**config.mk**
```make
export PLATFORM = sky130hd
export DESIGN_NAME = fir_filter
export DESIGN_NICKNAME = d
export VERILOG_FILES = /design/src/rtl/fir_filter.sv
export SDC_FILE = /design/constraint.sdc
export NUM_CORES = 1
export LEC_CHECK = 0
export CAP_MARGIN = 40
export CORE_ASPECT_RATIO = 0.8
export CORE_MARGIN = 2
export CORE_UTILIZATION = 61
export DETAILED_ROUTE_END_ITERATION = 10
export GPL_TIMING_DRIVEN = 1
export PLACE_DENSITY = 0.87
export SETUP_SLACK_MARGIN = 0.02
export SYNTH_ARGS = -nofsm -noshare
export SYNTH_HDL_FRONTEND = slang
export SYNTH_SLANG_ARGS = --single-unit
```
**constraint.sdc**
```tcl
create_clock -name clk -period 10.4 [get_ports clk]
set_input_delay 1.04 -clock clk [delete_from_list [all_inputs] [get_ports clk]]
set_output_delay 1.04 -clock clk [all_outputs]
set_load 0.005 [all_outputs]
```
**src/rtl/fir_filter.sv**
```systemverilog
// 4-tap direct-form FIR filter with compile-time coefficients.
// Each accepted sample shifts the delay line; output is registered.
module fir_filter #(
    parameter logic signed [7:0] COEF0 = 8'sd1,
    parameter logic signed [7:0] COEF1 = 8'sd2,
    parameter logic signed [7:0] COEF2 = 8'sd3,
    parameter logic signed [7:0] COEF3 = 8'sd4
) (
    input  logic               clk,
    input  logic               rst_n,
    input  logic               data_en,
    input  logic signed [7:0]  data,
    output logic signed [17:0] result,
    output logic               result_valid
);

    // 16-bit copies so each 16x16 product is exact and signed.
    localparam logic signed [15:0] C0 = 16'(COEF0);
    localparam logic signed [15:0] C1 = 16'(COEF1);
    localparam logic signed [15:0] C2 = 16'(COEF2);
    localparam logic signed [15:0] C3 = 16'(COEF3);

    logic signed [7:0]  x1_q, x1_d;
    logic signed [7:0]  x2_q, x2_d;
    logic signed [7:0]  x3_q, x3_d;
    logic signed [17:0] result_q, result_d;
    logic               valid_q, valid_d;

    logic signed [15:0] p0, p1, p2, p3;
    logic signed [17:0] sum;

    // Tap products and exact 18-bit sum over the pre-edge delay line.
    always_comb begin
        p0  = C0 * 16'(data);
        p1  = C1 * 16'(x1_q);
        p2  = C2 * 16'(x2_q);
        p3  = C3 * 16'(x3_q);
        sum = 18'(p0) + 18'(p1) + 18'(p2) + 18'(p3);
    end

    // Next state: only accepted samples advance the line and output.
    always_comb begin
        x1_d     = x1_q;
        x2_d     = x2_q;
        x3_d     = x3_q;
        result_d = result_q;
        valid_d  = 1'b0;
        if (data_en) begin
            x1_d     = data;
            x2_d     = x1_q;
            x3_d     = x2_q;
            result_d = sum;
            valid_d  = 1'b1;
        end
    end

    // State registers, cleared asynchronously.
    always_ff @(posedge clk or negedge rst_n) begin
        if (!rst_n) begin
            x1_q     <= '0;
            x2_q     <= '0;
            x3_q     <= '0;
            result_q <= '0;
            valid_q  <= 1'b0;
        end else begin
            x1_q     <= x1_d;
            x2_q     <= x2_d;
            x3_q     <= x3_d;
            result_q <= result_d;
            valid_q  <= valid_d;
        end
    end

    assign result       = result_q;
    assign result_valid = valid_q;

endmodule

```
# After elaboration in Yosys (flattened, before gate mapping)
# Index checks and enable logic that the tools add are counted.
[word_totals] register_bits=43 inputBits=11 out_inout_bits=19
[classes] n_addsub=3 mul=1 mux=1
[ops] op="$add A12 B10 Y13" count=1
[ops] op="$add A10 B11 Y12" count=1
[ops] op="$mul A3 B8 Y11 const A" count=1
[ops] op="$add A8 B9 Y10" count=1
[ops] op="$mux W1" count=1

# Depth between registers and ports, before layout
[depth] ltp_word=3 mapped_depth=12 mapped_depth_nobuf=12

# Worst setup path after synthesis
# Ideal clock, no wire load.
[synth_path] path_type="input port to flip-flop" start="input port data[2]" end="register result_q[8] (netlist: result[8])" setup_time_ps=104 arrival_ps=4143 t_required_ps=10296 setup_slack_ps=6153 cell_stages=11 path_buffers=0 cell_sequence="fa_1 -> inv_1 -> fa_1 -> fa_1 -> inv_1 -> ha_1 -> fa_1 -> a211oi_2 -> o21bai_1 -> a2111o_1 -> o311ai_1"
[synth_via] elab_chain_cells=3
[synth_rtl] item="from (decl)" line="12" source="input logic signed [7:0] data,"
[synth_rtl] item="$add A8 B9 Y10" line="38" source="sum = 18'(p0) + 18'(p1) + 18'(p2) + 18'(p3);"
[synth_rtl] item="$add A10 B11 Y12" line="38"
[synth_rtl] item="$add A12 B10 Y13" line="38"
[synth_rtl] item="to (signal assigned)" line="69" source="result_q <= result_d;"
[synth_rtl] item="to (decl)" line="26" source="logic signed [17:0] result_q, result_d;"
# No other way between the ends.
# A chain may end at the register's enable or synchronous reset.

# Final worst setup path
[layout_path] start="input port data[2]" end="register result_q[10] (netlist: result[10])"
# Same word-level chain as after synthesis.

==> metrics.txt <==
status completed; yosys warns 0; largest family of logic cells by synthesized area adder cells; CTS buffer count 5; min-delay worst type reg -> reg; CTS hold repair buffers 0; # rows 21; Max VDD drop roughly 0.18 mV; vias per inst roughly 5.4; crit path time final 4590 ps; register bit total from synthesis 38; diodes inserted 0; post-synthesis adder-cell area fraction between 20% and 30%; worst path buffer plus inverter count 3; RSZ-0062 raised after global routing false; ys async rst share 100%; Detail Route Antenna Nets 0; first-pass GRT wire length roughly 8500 µm; RD Place Congestion 0.790; via count between 1500 and 2000; LEAKAGE 0.00151 µW; Synth Cell Area roughly 2700 µm²; Ports 30; clock root buffer clkbuf_8; Setup crit end kind register; Final period util about 44%; IO buf count 29; Congestion Overflow GR 0; ratio of cells with drive above 1 in the final layout approximately 14%; Pwr Density approximately 330 nW/µm²; Critical Path Start data[2]; number of setup buffers added after CTS 0; Total Routing Usage GR 22.4%; Max Fanout on Critical Path 3; Synth Area per Inst between 10 and 15 µm²; largest net degree at the start of global routing between 40 and 50; Compound-Gate Fraction of Synth Area 11.9%; Worst Clk Skew 4.88 ps; Core Box Area 4230 µm²; number of global-route vias before repair 1771; Post-synth EDFFs 0; FMAX ~0.22 GHz; Remaining DRCs 0; CTS tree built; initial antenna violation count 0; Largest delay share family, worst path adder cells; Initial Util about 64%; Synth Instances between 200 and 250; mux cell area share after synthesis roughly a tenth; clock tree buffer depth 2; Routed WL per cell 14.6 µm; final setup fails 0; H-tree depth 2; Worst-Skew Late Latency slightly below 300 ps; FILL cells around 300; simple-gate area share of the yosys netlist roughly 4.3%; startpoint type of the worst setup path input pin; die area 5000 µm²; Slew headroom about two fifths; drt pass-1 iters 6; Slowest-stage cell, CP fa_1; max-cap viol count 0; WP data required ~11000 ps; clock transition at the registers of the reported paths 80 ps; post-DP HPWL 3510 µm; die width around 80 µm; Post-synth top flop dfrtp_1; 1st-iter DRT viols around 140; Synth cell types 37; Die Y 63.6 µm; Hold Vio Cnt, Final 0; Worst R2R Path Depth 11; final WL between 4000 and 5000 µm; worst slew pin tran 892 ps; crit-path most repeated cell fa_1; reg2reg setup slack about 6600 ps; cts repair resizes 0; area delta synth->final 16.2%; worst r2r src x1_q[1]; register area share after synthesis about a third; commonest cells after routing, fill and taps aside inv_1, dfrtp_1, clkdlybuf4s50_1; worst endpoint data arrival time between 4000 and 5000 ps; Crit path largest cell delay 540 ps; XOR/XNOR share of the synthesized area 0.323%; overall power 1030 µW; Clock Sinks 38; worst path cell trace clkdlybuf4s50_1 > fa_1 > inv_1 > fa_1 > fa_1 > inv_1 > ha_1 > fa_1 > a211oi_2 > o211ai_1 > and3_1 > o31ai_1; commonest non-fill, non-tap cell in the layout inv_1; Final Slew Violations 0; Post-Syn Nets ~310; final net count 331; Crit Path Class in -> reg; Fin Setup TNS 0 ps; critical path depth 12; Worst setup endpoint result[10]; RR Endpoint result[10]
==> worst min path at each step <==
stage / from / to / cells past startpoint
4_1_cts: result[7] / result[7] / 1
3_5_place_dp: result[6] / result[6] / 1
5_1_grt: result[5] / result[5] / 1
6_report: result[7] / result[7] / 1
3_3_place_gp: result[6] / result[6] / 1
2_1_floorplan: result[10] / result[10] / 2
==> stage by stage <==
stage / cells / cell area, µm² / util (%) / hold WS [ps] / worst slack, ps
finish: 330 / 3150 / 74.5 / 487 / 5810
global route: 330 / 3150 / 74.5 / 506 / 5600
CTS: 330 / 3150 / 74.5 / 494 / 5810
detailed placement: 322 / 3010 / 71.2 / 473 / 5560
global placement: 321 / 2990 / 70.7 / 470 / 5620
floorplan: 247 / 2710 / - / 475 / 6150
==> state kept, by name, summed over array words and instances (netlist names) <==
name and cells:
result 13, result_valid 1, x1_q 8, x2_q 8
x3_q 8
==> per-layer routing <==
metal | track usage (%) | vias to the layer above | share of wire, %
met4 | 7.89 | 0 | 1.6
met3 | 4.30 | 6 | 3.5
met1 | 31.2 | 865 | 48
li1 | - | 861 | -
met2 | 35.1 | 40 | 47
met5 | 0 | - | 0
==> synthesized netlist by cell type (3+ instances only) <==
library cell / n / share of area (%)
a21oi_1: 6 / 1.1
mux2_2: 23 / 9.6
inv_1: 53 / 7.3
a211oi_1: 4 / 1.1
dfrtp_1: 38 / 35
o2bb2ai_1: 3 / 0.97
ha_1: 25 / 12
buf_4: 5 / 1.4
o21ai_0: 15 / 2.8
fa_1: 23 / 17
nor2_1: 6 / 0.83
buf_2: 4 / 0.74
nand2_1: 10 / 1.4
==> final cells by class <==
type,count,area (µm²),area share (%)
Clock buffer,5,68.8,2.18
Clock inverter,3,68.8,2.18
Inverter,53,199,6.31
Multi-Input combinational cell,144,1490,47.3
Sequential cell,38,951,30.2
Tap cell,57,71.3,2.26
Timing Repair Buffer,30,300,9.53
==> kinds of logic (layout without fill, tap and decap cells) <==
kind of cell / after synthesis / in the layout
multiplexers: 24 / 24
XOR/XNOR: 1 / 1
flip-flops: 38 / 38
AO/OA/AOI/OAI: 46 / 46
buffers and inverters: 65 / 91
AND/OR/NAND/NOR: 25 / 25
adder cells (fa/ha/maj): 48 / 48
==> report_power, final <==
group | total [µW] | internal (µW) | switching, µW
Clock | 151 | 96.1 | 54.6
Combinational | 659 | 300 | 359
Sequential | 217 | 189 | 27.8
Total | 1030 | 585 | 442
No activity file was read; power rests on OpenSTA's default activity.
